--- config.mk ---
export PLATFORM = sky130hd
export DESIGN_NAME = jb_prach_oran_request_queue
export DESIGN_NICKNAME = d
export VERILOG_FILES = /design/src/rtl/jb_prach_oran_pkg.sv /design/src/rtl/jb_prach_oran_dmem.sv /design/src/rtl/jb_prach_oran_request_queue.sv
export SDC_FILE = /design/constraint.sdc
export NUM_CORES = 1
export LEC_CHECK = 0
export ABC_AREA = 1
export CORE_ASPECT_RATIO = 1.75
export CORE_MARGIN = 1
export CORE_UTILIZATION = 51
export DETAILED_ROUTE_END_ITERATION = 8
export PLACE_DENSITY = 0.68
export SYNTH_ARGS = -nofsm -noshare
export SYNTH_HDL_FRONTEND = slang
export SYNTH_SLANG_ARGS = --single-unit
--- constraint.sdc ---
create_clock -name clk -period 6.19 [get_ports clk]
set_input_delay 1.5475 -clock clk [delete_from_list [all_inputs] [get_ports clk]]
set_output_delay 1.5475 -clock clk [all_outputs]
set_load 0.02 [all_outputs]
--- src/rtl/jb_prach_oran_pkg.sv ---
// Shared PRACH O-RAN request-path definitions.
// Instantiating modules size the request FIFO from these.
package jb_prach_oran_pkg;

    localparam int PRACH_REQ_W     = 28;
    localparam int PRACH_REQ_DEPTH = 16;

    typedef logic [PRACH_REQ_W-1:0] prach_req_t;

endpackage

--- src/rtl/jb_prach_oran_dmem.sv ---
// Distributed RAM: synchronous write port, asynchronous read port.
// Contents are not reset.
module jb_prach_oran_dmem #(
    parameter int DATA_W = 28,
    parameter int DEPTH  = 16
) (
    input  logic                     clk,
    input  logic                     we,
    input  logic [$clog2(DEPTH)-1:0] a,
    input  logic [DATA_W-1:0]        d,
    input  logic [$clog2(DEPTH)-1:0] dpra,
    output logic [DATA_W-1:0]        dpo
);

    logic [DATA_W-1:0] mem [DEPTH];

    always_ff @(posedge clk) begin
        if (we) begin
            mem[a] <= d;
        end
    end

    assign dpo = mem[dpra];

endmodule

--- src/rtl/jb_prach_oran_request_queue.sv ---
// Show-ahead request FIFO between the C-plane request parser and the PRACH scheduler.
// Flags are registered from the next level so they move on the same edge as level.
module jb_prach_oran_request_queue
    import jb_prach_oran_pkg::*;
#(
    parameter int DATA_W      = PRACH_REQ_W,
    parameter int DEPTH       = PRACH_REQ_DEPTH,
    parameter int AFULL_LEVEL = DEPTH - 2
) (
    input  logic                   clk,
    input  logic                   rst,
    input  logic                   flush,
    input  logic                   write,
    input  logic [DATA_W-1:0]      write_data,
    input  logic                   read,
    output logic [DATA_W-1:0]      read_data,
    output logic                   full,
    output logic                   empty,
    output logic                   almost_full,
    output logic [$clog2(DEPTH):0] level,
    output logic                   overflow,
    output logic                   underflow
);

    localparam int AW = $clog2(DEPTH);
    localparam int LW = AW + 1;

    logic [AW-1:0] waddr;
    logic [AW-1:0] raddr;
    logic          wr_acc;
    logic          rd_acc;
    logic [LW-1:0] level_nxt;

    // A read on a full queue frees the slot the write needs; a write on an
    // empty queue cannot be read in the same cycle (no bypass).
    always_comb begin
        wr_acc    = write && (!full || read) && !flush && !rst;
        rd_acc    = read && !empty && !flush && !rst;
        level_nxt = level;
        case ({wr_acc, rd_acc})
            2'b10:   level_nxt = level + LW'(1);
            2'b01:   level_nxt = level - LW'(1);
            default: level_nxt = level;
        endcase
    end

    always_ff @(posedge clk) begin
        if (rst || flush) begin
            waddr       <= '0;
            raddr       <= '0;
            level       <= '0;
            full        <= 1'b0;
            empty       <= 1'b1;
            almost_full <= 1'b0;
            overflow    <= 1'b0;
            underflow   <= 1'b0;
        end else begin
            if (wr_acc) begin
                waddr <= waddr + AW'(1);
            end
            if (rd_acc) begin
                raddr <= raddr + AW'(1);
            end
            level       <= level_nxt;
            full        <= (level_nxt == LW'(DEPTH));
            empty       <= (level_nxt == '0);
            almost_full <= (level_nxt >= LW'(AFULL_LEVEL));
            overflow    <= write && full && !read;
            underflow   <= read && empty;
        end
    end

    jb_prach_oran_dmem #(
        .DATA_W (DATA_W),
        .DEPTH  (DEPTH)
    ) u_dmem (
        .clk  (clk),
        .we   (wr_acc),
        .a    (waddr),
        .d    (write_data),
        .dpra (raddr),
        .dpo  (read_data)
    );

endmodule

==> flow_metrics.env, run 1 <==
export IMPL_clk_pin_slew_worst_paths_ns=0.06
export IMPL_maxCapViolations=0
export IMPL_cts_buffer_depth=3
export IMPL_worstPathArrival_ns=3.42
export IMPL_hold_buffers=0
export IMPL_dr_first_iter_drc_count=893
export IMPL_min_delay_start="raddr[3]"
export IMPL_clockPowerShare_pct=39.3
export IMPL_placed_cell_area_mm2=0.0201
export IMPL_fin_crit_ns=4.97
export IMPL_post_place_ws_ns=1.53
export IMPL_finalPower_uw=5950
export IMPL_p_sw_share_pct=19.1
export IMPL_htreeDepth=2
export IMPL_synthesis_area_mm2=0.0190
export IMPL_track_usage_pct=22.3
export IMPL_syn_inst=1342
export IMPL_drive_gt1_share_pct=7.11
export IMPL_fillers=2886
export IMPL_yosys_cell_types_count=28
export IMPL_multi_input_area_mm2=0.00416
export IMPL_core_area_mm2=0.0368
export IMPL_dieArea_mm2=0.0380
export IMPL_die_w_um=148
export IMPL_final_seq_area_mm2=0.0139
export IMPL_worst_slack_ns=1.22
export IMPL_design_area_mm2=0.0213
export IMPL_status="finished, final reports clean"
export IMPL_antenna_left=0
export IMPL_setup_tns_ns=0
export IMPL_period_share_pct=80.3
export IMPL_layout_nets=1441
export IMPL_ios=71
export IMPL_grt_overflow=0
export IMPL_wire_per_inst_um=22.0
export IMPL_hold_slack_ns=0.449
export IMPL_ys_flop_type="edfxtp_1"
export IMPL_portBuffers=70
export IMPL_async_flop_share_pct=0
export IMPL_synth_warnings=0
export IMPL_final_setup_viol_count=0
export IMPL_grt_max_degree=83
export IMPL_hold_path_class="register to register"
export IMPL_worstSkewPairLatency_ns=0.55
export IMPL_slew_headroom_pct=32.0
export IMPL_via_per_inst=5.77
export IMPL_first_global_vias=11000
export IMPL_cts_buffers=40
export IMPL_synth_edf_count=448
export IMPL_hold_viol_final=0
export IMPL_critPathKind="register to primary output"
export IMPL_pwr_share_comb_pct=2.1
export IMPL_post_cts_buffers=0
export IMPL_drt_total_wl_um=41800
export IMPL_antenna_found_initial=1
export IMPL_tightest_slew_ns=1.02
export IMPL_cts_tree="built"
export IMPL_grtUsageMet3_pct=2.98
export IMPL_syn_nets=1383
export IMPL_grt_pass1_wl_um=63100
export IMPL_max_freq_mhz=201
export IMPL_rsz0062_at_grt="no"
export IMPL_area_growth_synth_to_final_pct=12.3
export IMPL_worst_path_max_fanout=63
export IMPL_post_cts_resized=0
export IMPL_num_rows=93
export IMPL_first_pass_iters=7
export IMPL_powerDensity_mw_per_mm2=279
export IMPL_top_usage_layer="met2"
export IMPL_synth_seq_area_share_pct=73.2
export IMPL_finalMaxSlewViolations=0
export IMPL_gp_congestion=0.748
export IMPL_fin_worst_skew_ns=0.0184
export IMPL_leakagePower_uw=0.00686
export IMPL_cts_root_buf="clkbuf_16"
export IMPL_via_count=10900
export IMPL_use_met2_pct=39.1
export IMPL_avgSynthCellArea_um2=14.1
export IMPL_drcViolationCount=0
export IMPL_startpoint_type="register"
export IMPL_rr_startpoint="empty"
export IMPL_crit_path_end_kind="primary output"
export IMPL_die_h_um=257
export IMPL_power_switching_uw=1140
export IMPL_intPower_uw=4820
export IMPL_critPathRequiredTime_ns=4.64
export IMPL_cts_sinks=470
export IMPL_hpwl_um=22300
export IMPL_seqPwrFrac_pct=58.6
export IMPL_grt_use_met1_pct=27.8
export IMPL_ys_seq_elements=470
export IMPL_start_util_pct=51.6
export IMPL_vdd_drop_max_mv=0.219
-- power by group through the flow --
stage	Combinational [uW]	Sequential (uW)	Clock [uW]
2_1_floorplan	40.1	3560	0
3_3_place_gp	119	3560	0
3_5_place_dp	122	3560	0
4_1_cts	123	3490	2380
5_1_grt	133	3490	2480
6_report	122	3490	2340
-- path summary, 6_finish.rpt --
| kind | end | slack [ns] | depth (start not counted) |
|---|---|---|---|
| min reg2reg | register | 0.45 | 1 |
| max reg2reg | empty | 3.66 | 15 |
| min | register | 0.45 | 1 |
| max | read_data[3] | 1.22 | 8 |
-- area by class of cell --
type | instances | area share (%)
clock inverters | 13 | 0.546
well taps | 475 | 2.79
inverters | 142 | 2.51
diodes | 1 | 0.0117
multi-input cells | 648 | 19.5
repair buffers | 98 | 4.45
flip-flops and latches | 470 | 65.2
clock buffers | 49 | 4.95
-- cell usage after synthesis (2+ instances only) --
cell      count  area share (%)
o21ai_0     149             3.9
buf_4         3            0.12
o211ai_1    112             4.4
edfxtp_1    448              71
buf_12        4            0.42
clkbuf_1     44            0.87
buf_6        10            0.59
ha_1          8            0.53
nor2_1       30            0.59
mux2i_1     112             5.9
nand3_1      40             1.1
buf_8         3            0.24
dfxtp_1      22             2.3
inv_1       141             2.8
buf_1         2           0.040
a21oi_1     120             3.2
nand2_1      69             1.4
clkbuf_4      2           0.079
buf_2        14            0.37
-- cells in the final DEF, fill, tap and decap left out, drive strengths merged --
cell type | netlist | final
edfxtp | 448 | 448
nand2 | 69 | 69
a21oi | 120 | 120
clkbuf | 46 | 49
nor2 | 31 | 31
nor3 | 2 | 2
clkinv | 0 | 11
ha | 8 | 8
bufinv | 0 | 2
o21ai | 150 | 150
xor2 | 1 | 1
dfxtp | 22 | 22
o21bai | 1 | 1
inv | 142 | 142
mux2i | 112 | 112
diode | 0 | 1
buf | 36 | 28
xnor2 | 1 | 1
clkdlybuf4s50 | 0 | 70
nand3b | 1 | 1
nand3 | 40 | 40
o211ai | 112 | 112
-- logic make-up (layout without fill, tap and decap cells) --
kind of cell | Yosys count | count (layout) | synth area share [%]
other | 0 | 1 | 0
AND/OR/NAND/NOR | 143 | 143 | 3.19
flip-flops | 470 | 470 | 73.2
adder cells (fa/ha/maj) | 8 | 8 | 0.527
multiplexers | 112 | 112 | 5.90
AO/OA/AOI/OAI | 383 | 383 | 11.6
buffers and inverters | 224 | 302 | 5.54
XOR/XNOR | 2 | 2 | 0.0923
-- metal layers --
metal  wire (um)  vias to the layer above  part of all wire (%)
met1       16900                     5480                    40
li1            -                     5070                     -
met5           0                        -                     0
met4        1350                        0                   3.2
met3        1850                       81                   4.4
met2       21700                      312                    52
-- state kept, by name, summed over array words and instances, names as in the netlist, named ones only --
name	cells
u_dmem.mem	448
level	5
raddr	4
waddr	4
almost_full	1
empty	1
full	1
overflow	1
underflow	1
-- worst max-delay path: stages (launching register included) --
cell and delay [ns]:
dfxtp_4 0.35, buf_4 0.51, buf_4 0.75, a21oi_1 0.07, o21ai_0 0.11, o21ai_0 0.12, o211ai_1 0.21, nand2_1 0.17
clkdlybuf4s50_1 0.57
-- metrics by stage --
| stage | util (%) | cells |
|---|---|---|
| finish | 58.0 | 1896 |
| global route | 58.0 | 1896 |
| CTS | 58.0 | 1895 |
| detailed placement | 54.8 | 1833 |
| global placement | 54.8 | 1833 |
| floorplan | - | 1342 |
Power figures use the tool's default switching activity.
==> run 2, diff against run 1 <==
Clock period 6.19 ns to 4.9 ns, I/O delays scaled along.
==> run 2 against run 1 <==
  * Sequential power up 26%
  * Via count hardly changed
  * Combinational power rose by 30%
  * Final cell count up 0.74%
  * Highest routed layer unchanged
==> flow_metrics.env, run 2 (synthesized netlist as in run 1, its figures left out) <==
export IMPL_area_growth_synth_to_final_pct=14.0
export IMPL_finalMaxSlewViolations=0
export IMPL_cts_buffer_depth=3
export IMPL_cts_sinks=470
export IMPL_crit_path_end_kind="primary output"
export IMPL_grt_pass1_wl_um=62700
export IMPL_via_count=10900
export IMPL_hold_buffers=0
export IMPL_drive_gt1_share_pct=8.36
export IMPL_powerDensity_mw_per_mm2=366
export IMPL_reg2reg_slack_ns=2.49
export IMPL_worst_slack_ns=0.804
export IMPL_gp_congestion=0.770
export IMPL_slew_headroom_pct=37.2
export IMPL_dr_first_iter_drc_count=963
export IMPL_period_share_pct=83.6
export IMPL_maxCapViolations=0
export IMPL_layout_commonest_cell="edfxtp_1"
export IMPL_largest_reg_flops=448
export IMPL_fin_worst_skew_ns=0.0230
export IMPL_die_h_um=257
export IMPL_fin_crit_ns=4.10
export IMPL_rr_endpoint="empty"
export IMPL_hold_slack_ns=0.470
export IMPL_dieArea_mm2=0.0380
export IMPL_hold_path_class="register to register"
export IMPL_worstPathArrival_ns=2.87
export IMPL_post_cts_resized=0
export IMPL_hpwl_um=21800
export IMPL_post_place_ws_ns=0.734
export IMPL_top_regs="u_dmem.mem (448), level (5)"
export IMPL_critPathRequiredTime_ns=3.67
export IMPL_rr_startpoint="empty"
export IMPL_num_rows=93
export IMPL_hold_path_depth=1
export IMPL_reg2regPathDepth=15
export IMPL_portBuffers=70
export IMPL_layout_nets=1443
export IMPL_core_area_mm2=0.0368
export IMPL_status="finished, final reports clean"
export IMPL_clk_pin_slew_worst_paths_ns=0.06
export IMPL_max_freq_mhz=244
export IMPL_grt_overflow=0
export IMPL_ios=71
export IMPL_final_cell_mix="edfxtp_1 (448), o21ai_0 (149), inv_1 (139)"
export IMPL_hold_viol_final=0
export IMPL_start_util_pct=51.6
export IMPL_setup_tns_ns=0
export IMPL_leakagePower_uw=0.00698
export IMPL_cts_root_buf="clkbuf_16"
export IMPL_cts_tree="built"
export IMPL_cts_buffers=41
export IMPL_vdd_drop_max_mv=0.284
export IMPL_startpoint_type="register"
export IMPL_first_pass_iters=5
export IMPL_min_delay_start="raddr[3]"
export IMPL_wire_per_inst_um=21.4
export IMPL_post_cts_buffers=0
export IMPL_grt_max_degree=142
export IMPL_regMostFlops="u_dmem.mem"
export IMPL_worstSkewPairLatency_ns=0.56
export IMPL_antennaDiodeCount=0
export IMPL_via_per_inst=5.72
export IMPL_drt_total_wl_um=40900
export IMPL_antenna_left=0
export IMPL_htreeDepth=2
export IMPL_rsz0062_at_grt="no"
export IMPL_die_w_um=148
export IMPL_antenna_found_initial=0
export IMPL_drcViolationCount=0
export IMPL_critPathKind="register to primary output"
export IMPL_final_setup_viol_count=0
export IMPL_tightest_slew_ns=0.942
export IMPL_worst_path_max_fanout=141
export IMPL_first_global_vias=11100
export IMPL_track_usage_pct=22.0
[run 2: cell count changes in the layout (fill, tap and decap cells not counted)]
cell        delta
buf_4          -6
clkbuf_16      +1
clkinv_4       +1
clkbuf_8       +2
diode_2        -1
clkbuf_1       -1
clkinv_2       +1
clkinv_1       -3
clkinvlp_4     +7
inv_8          +1
clkinv_8       +2
bufinv_16      +3
buf_12         +7
[run 2: power by group]
part | switching, uW | internal [uW] | leakage, uW | total, uW
combinational | 103 | 55.5 | 0.00210 | 159
clock | 1450 | 1900 | 0.000668 | 3350
sequential | 3.42 | 4400 | 0.00421 | 4410
total | 1560 | 6350 | 0.00698 | 7910
[run 2: metrics by stage]
step	utilization [%]	cells	area (um^2)	power, uW
2_1_floorplan	-	1342	19000	4550
3_3_place_gp	55.0	1834	20200	4650
3_5_place_dp	55.0	1834	20200	4650
4_1_cts	58.9	1910	21600	7970
5_1_grt	58.9	1910	21600	8130
6_report	58.9	1910	21600	7910
[run 2: area by class of cell]
cell class,instances,area [um^2]
multi-input combinational,648,4160
sequential,470,13900
fill,2842,15100
tap,475,594
clock inverter,25,305
timing repair buffer,99,1040
clock buffer,51,1100
inverter,142,534
[run 2: layer usage]
layer,vias to the layer above,track usage (%),wire [um]
met5,-,0,0
met4,0,7.82,1130
met3,84,2.89,2180
met2,351,38.7,21300
met1,5416,27.7,16200
li1,5083,-,-
[run 2: worst max-delay path: stages, from the launching register on]
cell and delay [ns]:
dfxtp_4 0.39, buf_12 0.47, mux2i_1 0.21, o211ai_1 0.28, nand3_1 0.14, nand2_1 0.10
clkdlybuf4s50_1 0.61
[run 2: how the worst max path moves through the flow]
stage,start,endpoint,slack [ns],depth (start not counted)
CTS,register,read_data[5],0.77,6
floorplan,flush,u_dmem.mem[11][0],1.48,5
detailed placement,flush,empty,0.73,18
global route,register,read_data[8],0.62,7
finish,register,read_data[11],0.80,6
global placement,flush,empty,0.88,18
